### src/rtl/dpll_lock_detect.sv
// rtl/dpll_lock_detect.sv - DPLL lock detector: period measurement, comparison, lock and reference-loss tracking
`timescale 1ns/1ps
module dpll_lock_detect #(
    parameter int PERIOD_W   = 16,
    parameter int TOL        = 2,
    parameter int LOCK_CNT   = 8,
    parameter int UNLOCK_CNT = 4
) (
    input  logic                clk,
    input  logic                reset_n,
    input  logic                clk_fin,
    input  logic                clk_fout,
    output logic                locked,
    output logic                fin_lost,
    output logic                period_valid,
    output logic [PERIOD_W-1:0] fin_period,
    output logic [PERIOD_W-1:0] fout_period
);
    typedef enum logic {UNLOCKED = 1'b0, LOCKED = 1'b1} state_t;

    localparam logic [PERIOD_W-1:0] CNT_MAX     = '1;
    localparam logic [PERIOD_W-1:0] CNT_PRE     = {{(PERIOD_W-1){1'b1}}, 1'b0};
    localparam logic [PERIOD_W-1:0] CNT_ONE     = PERIOD_W'(1);
    localparam logic [PERIOD_W:0]   TOL_V       = (PERIOD_W+1)'(TOL);
    localparam logic [7:0]          LOCK_LAST   = 8'(LOCK_CNT - 1);
    localparam logic [7:0]          UNLOCK_LAST = 8'(UNLOCK_CNT - 1);

    logic [2:0]          fin_sync;
    logic [2:0]          fout_sync;
    logic                fin_rise;
    logic                fout_rise;
    logic [PERIOD_W-1:0] fin_cnt;
    logic [PERIOD_W-1:0] fout_cnt;
    logic                fin_seen;
    logic                fout_seen;
    logic                fout_ok;
    logic                fin_hit;
    logic                fout_hit;
    logic                cmp_req;
    logic [PERIOD_W:0]   diff;
    logic [PERIOD_W:0]   abs_diff;
    logic                good;
    state_t              state_q;
    state_t              state_d;
    logic [7:0]          good_cnt;
    logic [7:0]          good_d;
    logic [7:0]          bad_cnt;
    logic [7:0]          bad_d;

    // Both inputs get the same 3-flop chain so their rise pulses keep equal latency.
    always_ff @(posedge clk) begin
        if (!reset_n) begin
            fin_sync  <= '0;
            fout_sync <= '0;
        end else begin
            fin_sync  <= {fin_sync[1:0], clk_fin};
            fout_sync <= {fout_sync[1:0], clk_fout};
        end
    end

    assign fin_rise  = fin_sync[1] & ~fin_sync[2];
    assign fout_rise = fout_sync[1] & ~fout_sync[2];
    assign fin_hit   = ~fin_rise & (fin_cnt == CNT_PRE);
    assign fout_hit  = ~fout_rise & (fout_cnt == CNT_PRE);

    always_ff @(posedge clk) begin
        if (!reset_n) begin
            fin_cnt    <= '0;
            fin_seen   <= 1'b0;
            fin_lost   <= 1'b0;
            fin_period <= '0;
            cmp_req    <= 1'b0;
        end else begin
            cmp_req <= fin_rise & fin_seen;
            if (fin_rise) begin
                fin_cnt  <= CNT_ONE;
                fin_seen <= 1'b1;
                fin_lost <= 1'b0;
                if (fin_seen) begin
                    fin_period <= fin_cnt;
                end
            end else if (fin_cnt != CNT_MAX) begin
                fin_cnt <= fin_cnt + CNT_ONE;
                if (fin_hit) begin
                    fin_lost <= 1'b1;
                    fin_seen <= 1'b0;
                end
            end
        end
    end

    always_ff @(posedge clk) begin
        if (!reset_n) begin
            fout_cnt    <= '0;
            fout_seen   <= 1'b0;
            fout_ok     <= 1'b0;
            fout_period <= '0;
        end else begin
            if (fout_rise) begin
                fout_cnt  <= CNT_ONE;
                fout_seen <= 1'b1;
                if (fout_seen) begin
                    fout_period <= fout_cnt;
                end
            end else if (fout_cnt != CNT_MAX) begin
                fout_cnt <= fout_cnt + CNT_ONE;
            end
            if (fout_hit) begin
                fout_seen <= 1'b0;
            end
            // A stalled output or a lost reference both invalidate the held fout period.
            if (fin_hit || fout_hit) begin
                fout_ok <= 1'b0;
            end else if (fout_rise && fout_seen) begin
                fout_ok <= 1'b1;
            end
        end
    end

    // Comparison runs the cycle after capture, so a same-edge fout capture is already visible.
    always_comb begin
        diff     = {1'b0, fin_period} - {1'b0, fout_period};
        abs_diff = diff[PERIOD_W] ? -diff : diff;
        good     = fout_ok && (fin_period != CNT_MAX) && (fout_period != CNT_MAX)
                   && (abs_diff <= TOL_V);
    end

    always_comb begin
        state_d = state_q;
        good_d  = good_cnt;
        bad_d   = bad_cnt;
        if (fin_hit) begin
            state_d = UNLOCKED;
            good_d  = '0;
            bad_d   = '0;
        end else if (cmp_req) begin
            if (state_q == UNLOCKED) begin
                if (!good) begin
                    good_d = '0;
                end else if (good_cnt == LOCK_LAST) begin
                    state_d = LOCKED;
                    good_d  = '0;
                    bad_d   = '0;
                end else begin
                    good_d = good_cnt + 8'd1;
                end
            end else begin
                if (good) begin
                    bad_d = '0;
                end else if (bad_cnt == UNLOCK_LAST) begin
                    state_d = UNLOCKED;
                    good_d  = '0;
                    bad_d   = '0;
                end else begin
                    bad_d = bad_cnt + 8'd1;
                end
            end
        end
    end

    always_ff @(posedge clk) begin
        if (!reset_n) begin
            state_q      <= UNLOCKED;
            good_cnt     <= '0;
            bad_cnt      <= '0;
            period_valid <= 1'b0;
        end else begin
            state_q      <= state_d;
            good_cnt     <= good_d;
            bad_cnt      <= bad_d;
            period_valid <= cmp_req;
        end
    end

    assign locked = (state_q == LOCKED);

endmodule
### config.mk
export PLATFORM = sky130hd
export DESIGN_NAME = dpll_lock_detect
export DESIGN_NICKNAME = d
export VERILOG_FILES = /design/src/rtl/dpll_lock_detect.sv
export SDC_FILE = /design/constraint.sdc
export NUM_CORES = 1
export LEC_CHECK = 0
export ABC_AREA = 1
export CORE_UTILIZATION = 55
export CTS_BUF_LIST = sky130_fd_sc_hd__clkbuf_16
export CTS_CLUSTER_SIZE = 8
export DETAILED_ROUTE_END_ITERATION = 16
export MAX_ROUTING_LAYER = met4
export PLACE_DENSITY = 0.75
export SETUP_SLACK_MARGIN = 0.15
export SYNTH_ARGS = -nofsm -noshare
export SYNTH_HDL_FRONTEND = slang
export SYNTH_SLANG_ARGS = --single-unit
### constraint.sdc
create_clock -name clk -period 4.9 [get_ports clk]
set_input_delay 0.98 -clock clk [delete_from_list [all_inputs] [get_ports clk]]
set_output_delay 0.98 -clock clk [all_outputs]
set_load 0.03 [all_outputs]
==> results of run 1 <==
## cell families after synthesis
kind of cell	Yosys count	share of synthesized area [%]
adder cells (fa/ha/maj)	23	4.786
XOR/XNOR	20	2.839
AND/OR/NAND/NOR	539	39.59
buffers and inverters	181	11.76
AO/OA/AOI/OAI	121	10.85
flip-flops	93	30.18
## report_power, final
part,leakage (uW),internal [uW],switching (uW)
logic,0.00234,100,200
registers,0.000752,765,11.0
clock network,0.000176,553,301
total,0.00327,1420,512
## layout make-up
cell class | count | area share [%]
flip-flops and latches | 93 | 26.60
multi-input cells | 703 | 51.17
well taps | 140 | 2.502
inverters | 160 | 8.579
clock buffers | 9 | 3.217
repair buffers | 42 | 5.862
clock inverters | 7 | 2.073
## cells in the mapped netlist (all sizes together)
| library cell | count |
|---|---|
| nand2 | 283 |
| inv | 160 |
| nor2 | 107 |
| dfxtp | 93 |
| nand3 | 89 |
| a21oi | 65 |
| o21ai | 44 |
| nand4 | 23 |
| ha | 22 |
| nor3 | 15 |
| xor2 | 14 |
| clkbuf | 11 |
| nor4 | 11 |
| buf | 10 |
| a31oi | 7 |
| xnor2 | 6 |
| nand3b | 4 |
| a211oi | 3 |
| and2 | 3 |
| nor3b | 2 |
| fa | 1 |
| o2111ai | 1 |
| o211ai | 1 |
| or2 | 1 |
| or3 | 1 |
## worst max-delay path by stage
stage / from / end / depth (start not counted)
CTS: fin_period[0] / good_cnt[0] / 26
finish: fin_period[0] / good_cnt[0] / 26
global placement: fin_period[0] / good_cnt[0] / 26
detailed placement: fin_period[0] / bad_cnt[7] / 24
floorplan: fin_period[0] / good_cnt[5] / 21
global route: fin_period[0] / good_cnt[0] / 26
## metrics by stage
| step | total power [uW] | worst slack [ns] |
|---|---|---|
| 3_3_place_gp | 1087 | 1.590 |
| 3_5_place_dp | 1090 | 1.550 |
| 4_1_cts | 1940 | 1.539 |
| 5_1_grt | 2022 | 1.156 |
| 2_1_floorplan | 1035 | 1.755 |
| 6_report | 1930 | 1.516 |
## critical path, cell delays in order (launching register included)
cell,delay (ns)
dfxtp_1,0.36
inv_1,0.08
ha_1,0.23
fa_1,0.38
inv_1,0.13
nand2_1,0.06
nand2_1,0.13
nand3_2,0.10
nand2_1,0.13
nand2_1,0.09
nand2_1,0.07
nand2_1,0.08
and2_2,0.19
inv_1,0.07
o21ai_1,0.08
nand2_1,0.11
nand2_1,0.05
nand2_1,0.09
inv_2,0.04
nor2_2,0.17
nand2_4,0.12
nand2_2,0.10
nand2_4,0.14
nand2_1,0.12
nand2_1,0.06
nand2_1,0.05
nor2_1,0.03
## flip-flops by register name, summed over array words and instances, names as in the netlist, 3 cells and up
signal	flops
fout_sync	3
fin_period	16
good_cnt	8
fout_cnt	16
fin_sync	3
fin_cnt	16
fout_period	16
bad_cnt	8
## layer usage
layer  track usage (%)  wire length, um
met1             35.38             7113
met2             43.73             6888
met3             5.630              622
met4             6.947              225
met5                 -                0
==> results.toml, run 1 <==
[outcome]
status = "completed"

[clock_tree]
post-cts-setup-buffer-count = 0
clock_sinks = 93
clock_latency_ns = 0.34
clockBufferDepth = 2
cts_tree = "yes"
root_buffer = "clkbuf_16"
htree_num_levels = 3
holdBufCountCts = 0
cts_buffers = 9
cts-resized-gates = 0
clk_pin_slew_ns = 0.07

[power]
powerDensity_nw_per_um2 = 275.7
p_leak_uw = 0.003270
vdd.ir_drop.worst_mv = 0.3734

[grt]
grtUsageTotal_pct = 27.41
grt_max_degree = 34
grt_pass1_wl_mm = 24.34
antenna_found_initial = 0
grt_pass1_vias = 5148
grt_overflow = 0

[sta]
fmax_ghz = 0.2955
max_slew.worst_pin.slew_ns = 0.9365
slew_headroom_pct = 37.41
min_period_over_period_pct = 69.07
skew_ns = 0.007374
setup_tns_ns = 0
whs_ns = 0.4090
hold_viol = 0
setup_viol = 0
drv_slew = 0
grt_setup_unrepaired = "false"
period_needed_ns = 3.384

[setup_path]
critPathCaptureType = "flop"
start_kind = "flop"
r2r-start = "fin_period[0]"
reg2reg_depth = 26
worst-r2r-setup-slack_ns = 1.52
cp.arrival_ns = 3.63
worst-setup-path-type = "flop to flop"
rr_endpoint = "good_cnt[0]"
crit_fanout = 15
cp_data_required_time_ns = 5.14

[logic_synthesis]
synth_top_area_share_pct = 30.18
synth.avg_cell_area_um2 = 6.315
syn_inst = 977
synth.cell_area_um2 = 6170
ys.warnings.count = 0
synthDistinctLibCells = 39
syn_nets = 1004
ys_ff_latch = 93
yosysTopAreaCell = "dfxtp_1"
ys_seq_area_share_pct = 30.18
synth_area_leaders = "dfxtp_1 30%, nand2_1 16%, inv_1 9.4%, nand3_1 6.3%, nor2_1 5.9%"

[floorplan]
die_area_um2 = 11650
core-area_um2 = 10890
initial_core_util_pct = 56.67
io_pins = 39
die_x_um = 107.9
fp-row-count = 38
die_y_um = 107.9

[layout]
insertedDiodeCount = 0
multi_input_comb_area_um2 = 3582
fill_cells = 1025
layout-drive-gt1-share_pct = 7.890
layout.cells.non_filler = 1154
num-nets-final = 1036
final_cell_mix = "262 x nand2_1, 155 x inv_1, 97 x nor2_1, 93 x dfxtp_1, 78 x nand3_1"
final_area_um2 = 7000
syn2layout_area_growth_pct = 13.47
final_common_cell = "nand2_1"
register_area_um2 = 1862
utilization_pct = 64.30

[flow_run]
cap_violations = 0

[placement]
dp.cells = 1138
numPortBuffers = 38
detailed_place_hpwl_mm = 11.40
place_area_um2 = 6630
gp_routability_congestion = 0.9415

[hold_path]
hold_depth = 2
worstHoldStart = "fin_sync[0]"
hold_path_end = "fin_sync[1]"
hp-class = "flop to flop"

[detailed_routing]
dr.pass1.iters = 5
drc = 0
dr_total_vias = 6021
wl_mm = 14.85
post_drt_wl_per_cell_um = 12.87
ant_nets = 0
drtIter0Drc = 401
drt-vias-per-instance = 5.218
No activity file was read; power rests on OpenSTA's default activity.
==> run 2, diff against run 1 <==
--- a/config.mk
+++ b/config.mk
@@ -6,12 +6,12 @@
 export NUM_CORES = 1
 export LEC_CHECK = 0
 export ABC_AREA = 1
-export CORE_UTILIZATION = 55
+export CORE_UTILIZATION = 54
 export CTS_BUF_LIST = sky130_fd_sc_hd__clkbuf_16
 export CTS_CLUSTER_SIZE = 8
 export DETAILED_ROUTE_END_ITERATION = 16
 export MAX_ROUTING_LAYER = met4
-export PLACE_DENSITY = 0.75
+export PLACE_DENSITY = 0.77
 export SETUP_SLACK_MARGIN = 0.15
 export SYNTH_ARGS = -nofsm -noshare
 export SYNTH_HDL_FRONTEND = slang
==> constraint.sdc (replaced) <==
create_clock -name clk -period 3.1 [get_ports clk]
set_input_delay 0.62 -clock clk [delete_from_list [all_inputs] [get_ports clk]]
set_output_delay 0.62 -clock clk [all_outputs]
set_load 0.03 [all_outputs]
==> run 2 against run 1 <==
Against the previous run:
- critical path depth is 1 lower
- worst hold slack improved by 0.0058 ns
- setup slack got worse by 1.5 ns
- via count increased by 3.8%
- fmax up 11%
- sequential share of layout area decreased by 2.2 points
==> results.toml, run 2 (synthesized netlist as in run 1, its figures left out) <==
[outcome]
status = "completed"

[power]
powerDensity_nw_per_um2 = 382.1
vdd.ir_drop.worst_mv = 0.3612
seq_power_share_pct = 41.7
p_leak_uw = 0.003495
internal_power_uw = 2061
switching_share_pct = 29.74
p_sw_uw = 872.1
clockPowerShare_pct = 37.5
pwr-share-comb_pct = 20.9

[clock_tree]
root_buffer = "clkbuf_16"
clock_sinks = 93
clockBufferDepth = 2
htree_num_levels = 3
cts_buffers = 9
clk_pin_slew_ns = 0.07
clock_latency_ns = 0.35
cts_tree = "yes"

[layout]
fill_cells = 951
num-nets-final = 1074
syn2layout_area_growth_pct = 24.42
layout-drive-gt1-share_pct = 17.59
insertedDiodeCount = 0
multi_input_comb_area_um2 = 4015
final_cell_mix = "232 x nand2_1, 151 x inv_1, 90 x dfxtp_1, 88 x nor2_1, 69 x nand3_1"
final_area_um2 = 7676
final_common_cell = "nand2_1"
register_area_um2 = 1871

[sta]
min_period_over_period_pct = 98.52
max_slew.worst_pin.slew_ns = 0.9161
drv_slew = 0
skew_ns = 0.003973
setup_viol = 0
setup_ws_ns = 0.04596
period_needed_ns = 3.054
fmax_ghz = 0.3274
hold_viol = 0
grt_setup_unrepaired = "true"
whs_ns = 0.4148
slew_headroom_pct = 38.78

[grt]
grt_pass1_vias = 5537
grt_overflow = 0
grt_pass1_wl_mm = 25.63
antenna_found_initial = 0
grtUsageTotal_pct = 28.29
grt_max_degree = 34

[floorplan]
core-area_um2 = 10980
die_area_um2 = 11860
die_y_um = 108.9
die_x_um = 108.9
initial_core_util_pct = 56.17
fp-row-count = 38
io_pins = 39

[setup_path]
path_delay_family = "simple AND/OR/NAND/NOR gates"
cp_data_required_time_ns = 3.39
cp.arrival_ns = 3.34
cpMostUsedCell = "nand2_2"
start_kind = "flop"
critPathCaptureType = "flop"
cpPeakStageDelay_ns = 0.38
cp_num_buf_inv = 3
worst-setup-path-type = "flop to flop"
critical-path-slowest-cell = "fa_2"
crit_fanout = 4

[placement]
gp_routability_congestion = 0.9506
detailed_place_hpwl_mm = 11.52
preCtsSetupSlack_ns = -0.01062
numPortBuffers = 38
place_area_um2 = 6900

[flow_run]
cap_violations = 0

[detailed_routing]
ant_nets = 0
drtIter0Drc = 407
wl_mm = 16.03
drc = 0
dr_total_vias = 6248
post_drt_wl_per_cell_um = 13.44
dr.pass1.iters = 5
drt-vias-per-instance = 5.242

[hold_path]
hp-class = "flop to flop"
run 2: changes by cell type in the layout (fill, tap and decap cells not counted), moves of 6 or more:
cell / previous run / this run
ha_4: 0 / 7
ha_1: 22 / 15
nand3_4: 0 / 8
nand3_1: 78 / 69
nor2_4: 1 / 7
nand2_2: 17 / 41
nand2_1: 262 / 232
nor2_1: 97 / 88
buf_4: 4 / 36
nand2_4: 4 / 10
run 2: layout make-up:
class	count	share of cell area, %
Clock buffer	9	2.934
Clock inverter	7	0.8639
Inverter	160	7.857
Tap cell	140	2.282
Multi-Input combinational cell	705	52.31
Sequential cell	93	24.37
Timing Repair Buffer	78	9.389
run 2: per-stage QoR:
| stage | total power (uW) | setup TNS, ns | util [%] | cells |
|---|---|---|---|---|
| after floorplan | 1645 | 0 | - | 977 |
| after global placement | 1739 | 0 | 62.83 | 1167 |
| after detailed placement | 1746 | -0.02729 | 62.83 | 1167 |
| after CTS | 2862 | 0 | 67.20 | 1186 |
| after global routing | 3060 | -2.330 | 69.89 | 1192 |
| final | 2933 | 0 | 69.89 | 1192 |
run 2: repair_timing:
| action | 4_1_cts | 5_1_grt |
|---|---|---|
| resized for setup | 25 | 65 |
| setup endpoints to repair | 17 | 17 |
| hold buffers | 0 | 0 |
| setup buffers | 2 | 4 |
| gates cloned | 1 | 2 |
| pin swaps | 10 | 33 |
run 2: power groups by stage:
stage / Combinational [uW] / Clock, uW / Sequential [uW]
final: 612 / 1100 / 1220
after global routing: 678 / 1160 / 1220
after CTS: 536 / 1100 / 1220
after detailed placement: 496 / 0 / 1250
after global placement: 490 / 0 / 1250
after floorplan: 393 / 0 / 1250
run 2: worst min-delay path: cells and delay by family, from the launching register on:
kind          cells  cell delay, ns
buf+inv           1            0.04
simple gates      1            0.05
flops             1            0.31
run 2: path summary, 6_finish.rpt:
check                              startpoint           end  slack [ns]  cells past startpoint
worst min register to register   fout_sync[0]  fout_sync[1]        0.41                      2
worst min-delay path             fout_sync[0]  fout_sync[1]        0.41                      2
worst max register to register  fin_period[0]   good_cnt[6]        0.05                     25
worst max-delay path            fin_period[0]   good_cnt[6]        0.05                     25
run 2: per-layer routing:
metal | GRT usage [%] | wire length [um] | part of all wire (%) | up-vias
met2 | 44.61 | 7308 | 46 | 155
met3 | 3.646 | 641 | 4.0 | 33
li1 | - | - | - | 3272
met4 | 11.58 | 562 | 3.5 | 0
met5 | - | 0 | 0 | -
met1 | 36.48 | 7512 | 47 | 2788
==> run 3, diff against run 2 <==
--- a/config.mk
+++ b/config.mk
@@ -13,6 +13,7 @@
 export MAX_ROUTING_LAYER = met4
 export PLACE_DENSITY = 0.77
 export SETUP_SLACK_MARGIN = 0.15
+export SLEW_MARGIN = 20
 export SYNTH_ARGS = -nofsm -noshare
 export SYNTH_HDL_FRONTEND = slang
 export SYNTH_SLANG_ARGS = --single-unit
==> results of run 3 <==
Same layout as run 2: the final DEF is identical, and so are final timing and power.
==> variant 1, RTL diff (settings of run 3) <==
Reset style: asynchronous (`reset_n`), changed in 4 clocked blocks.
--- a/src/rtl/dpll_lock_detect.sv
+++ b/src/rtl/dpll_lock_detect.sv
@@ -48,7 +48,7 @@
     logic [7:0]          bad_d;
 
     // Both inputs get the same 3-flop chain so their rise pulses keep equal latency.
-    always_ff @(posedge clk) begin
+    always_ff @(posedge clk or negedge reset_n) begin
         if (!reset_n) begin
             fin_sync  <= '0;
             fout_sync <= '0;
@@ -63,7 +63,7 @@
     assign fin_hit   = ~fin_rise & (fin_cnt == CNT_PRE);
     assign fout_hit  = ~fout_rise & (fout_cnt == CNT_PRE);
 
-    always_ff @(posedge clk) begin
+    always_ff @(posedge clk or negedge reset_n) begin
         if (!reset_n) begin
             fin_cnt    <= '0;
             fin_seen   <= 1'b0;
@@ -89,7 +89,7 @@
         end
     end
 
-    always_ff @(posedge clk) begin
+    always_ff @(posedge clk or negedge reset_n) begin
         if (!reset_n) begin
             fout_cnt    <= '0;
             fout_seen   <= 1'b0;
@@ -158,7 +158,7 @@
         end
     end
 
-    always_ff @(posedge clk) begin
+    always_ff @(posedge clk or negedge reset_n) begin
         if (!reset_n) begin
             state_q      <= UNLOCKED;
             good_cnt     <= '0;
Function: differs if reset_n is asserted again (counterexample within 10 cycles, from zero or initial values and one cycle with reset_n low); with reset_n held inactive, the same outputs for 10 cycles.
==> variant 1 against run 3 <==
The flow now finishes with violations (design-rule violations, negative setup slack); non-clock buffer count up 52; maximum frequency down 2.3%; sequential cell count unchanged; count of clock-buffer cells in the layout unchanged; wire length up 14%; area after synthesis up 4.0%; first-iteration DRC count up 38%; cell area up 11%; worst setup slack worse by 0.073 ns; highest routed layer unchanged.
Power is not compared: it rests on default switching activity, and its combinational part moved more than twofold at a synthesized area within 25%.
==> variant 1: results (changes against run 3) <==
Crit path largest cell delay: 0.40 ns (+0.02 ns)
comb_multi_in: 680 (-3.5%)
failing checks: design-rule violations, negative setup slack
slowest cell on the critical path: dfrtp_1
status: finished, violations left
worst reg2reg path depth: 22 (-12%)
Syn Nets: 949 (-5.5%)
routed length per instance: 15.14 um (+13%)
Final setup viols: 7 (+7)
setup ws final: -0.02711 ns (-0.07307 ns)
met1 usage: 39.40% (+2.9 points)
first-pass GRT wire length: 29.20 mm (+14%)
fin nets: 1081 (+0.65%)
Post-route DRC: 2 (+2)
metal2 WL: 8.705 mm (+19%)
Clock buf/inv share: 3.384% (-0.41 points)
Multi-input gate area: 4101 um^2 (+2.2%)
Fillers: 840 (-12%)
area post-placement: 7440 um^2 (+7.8%)
metal3 WL: 735 um (+15%)
Slew headroom: 38.17% (-0.61 points)
worst slack at placement: -0.05636 ns (-0.04574 ns)
vias in the first global route: 6212 (+12%)
Non-clk bufs: 130 (+67%)
hold slack final: 0.3197 ns (-0.09505 ns)
Routed WL: 18.20 mm (+14%)
Worst Skew: 0.01146 ns (+0.007491 ns)
Worst setup endpoint: good_cnt[3]$_DFFE_PN0P_
==> variant 1: changes by cell type in the layout (fill, tap and decap cells not counted), moves of 8 or more <==
| cell | before | now |
|---|---|---|
| a21oi_1 | 54 | 28 |
| dfrtp_1 | 0 | 91 |
| buf_4 | 36 | 86 |
| nor2_1 | 88 | 80 |
| nor3_1 | 12 | 25 |
| nand2_1 | 232 | 203 |
| nand2_2 | 41 | 53 |
| dfxtp_1 | 90 | 0 |
| nand2_4 | 10 | 18 |
| inv_1 | 151 | 122 |
| o21ai_0 | 37 | 53 |
==> variant 1: cell families after synthesis <==
family | count (synthesis) | share of synthesized area, %
buffers and inverters | 151 | 9.050
and+or+nand+nor | 536 | 38.89
AOI/OAI and AO/OA | 105 | 9.148
DFF | 93 | 36.28
xor gates and xnor gates | 14 | 2.029
adders and majority gates | 23 | 4.603
==> variant 1: timing repair <==
action	CTS	global route
pin swaps	35	34
cloned	2	0
endpoints found under the setup margin	17	17
gates resized for setup	62	66
setup buffers	13	14
==> variant 2, RTL diff (flow settings as in run 3) <==
Without the edit above. Change the parameter `PERIOD_W` from 16 to 12.
--- a/src/rtl/dpll_lock_detect.sv
+++ b/src/rtl/dpll_lock_detect.sv
@@ -1,7 +1,7 @@
 // rtl/dpll_lock_detect.sv - DPLL lock detector: period measurement, comparison, lock and reference-loss tracking
 `timescale 1ns/1ps
 module dpll_lock_detect #(
-    parameter int PERIOD_W   = 16,
+    parameter int PERIOD_W   = 12,
     parameter int TOL        = 2,
     parameter int LOCK_CNT   = 8,
     parameter int UNLOCK_CNT = 4
Ports: changed (resized fin_period and fout_period); port bits go from 39 to 31. No check against the original RTL was run, so the function may have changed too.
==> variant 2 against run 3 <==
Synthesized cell count fell by 23%; sequential cell count is 16 lower; area after synthesis down 21%; largest power group is now the clock network; critical endpoint is now bad_cnt[2]$_SDFFE_PP0P_; cell area fell by 24%; critical path type unchanged; total power decreased by 17%; global-route usage decreased by 1.3 points; worst setup slack improved by 0.29 ns; wire length is 24% lower; clock skew grew 0.0029 ns; largest cell class unchanged.
==> variant 2: results (changes against run 3) <==
status: completed
Routed WL: 12.24 mm (-24%)
first-pass GRT wire length: 20.45 mm (-20%)
metal3 WL: 504 um (-21%)
worst slack at placement: 0.2242 ns (+0.2348 ns)
metal2 WL: 6.221 mm (-15%)
Syn Nets: 774 (-23%)
Seq power: 1.02 mW (-16%)
vias in the first global route: 4514 (-18%)
GRT Total Usage: 27.03% (-1.3 points)
sequential cell area share: 26.59% (+2.2 points)
Post-Synth XOR/XNOR Area: 3.782% (+0.94 points)
Fillers: 756 (-21%)
post-CTS setup repair buffer count: 0 (-2)
Worst setup endpoint: bad_cnt[2]$_SDFFE_PP0P_
Seq/Total Area, Yosys: 31.70% (+1.5 points)
comb_multi_in: 527 (-25%)
inverters: 130 (-19%)
VDD IR max: 337.9 uV (-6.5%)
setup ws final: 0.3312 ns (+0.2852 ns)
worst reg2reg path depth: 17 (-32%)
pin count of the biggest net entering global routing: 29 (-15%)
post-DP HPWL: 8.846 mm (-23%)
share of layout cells above drive strength 1: 12.15% (-5.4 points)
switching pwr: 0.6762 mW (-22%)
met3 Track Usage GR: 4.552% (+0.91 points)
FFs & Latches: 77 (-17%)
WP data arrival: 3.00 ns (-0.34 ns)
-- variant 2: changes by cell type in the layout (fill, tap and decap cells not counted), moves of 8 or more --
| cell | before | now |
|---|---|---|
| nand2_1 | 232 | 166 |
| nand2_2 | 41 | 14 |
| dfxtp_1 | 90 | 75 |
| nand2_4 | 10 | 1 |
| nor2_1 | 88 | 55 |
| clkdlybuf4s50_1 | 38 | 30 |
| inv_1 | 151 | 120 |
| nor4_1 | 11 | 3 |
| a21oi_2 | 9 | 0 |
| buf_4 | 36 | 9 |
-- variant 2: stage by stage --
| stage | utilization [%] | instances | power (mW) | hold slack (ns) |
|---|---|---|---|---|
| detailed placement | 60.19 | 876 | 1.326 | 0.4084 |
| finish | 66.59 | 898 | 2.424 | 0.4221 |
| floorplan | - | 751 | 1.266 | 0.3905 |
| global route | 66.59 | 898 | 2.523 | 0.4487 |
| global placement | 60.16 | 876 | 1.317 | 0.3942 |
| CTS | 63.60 | 892 | 2.384 | 0.4243 |
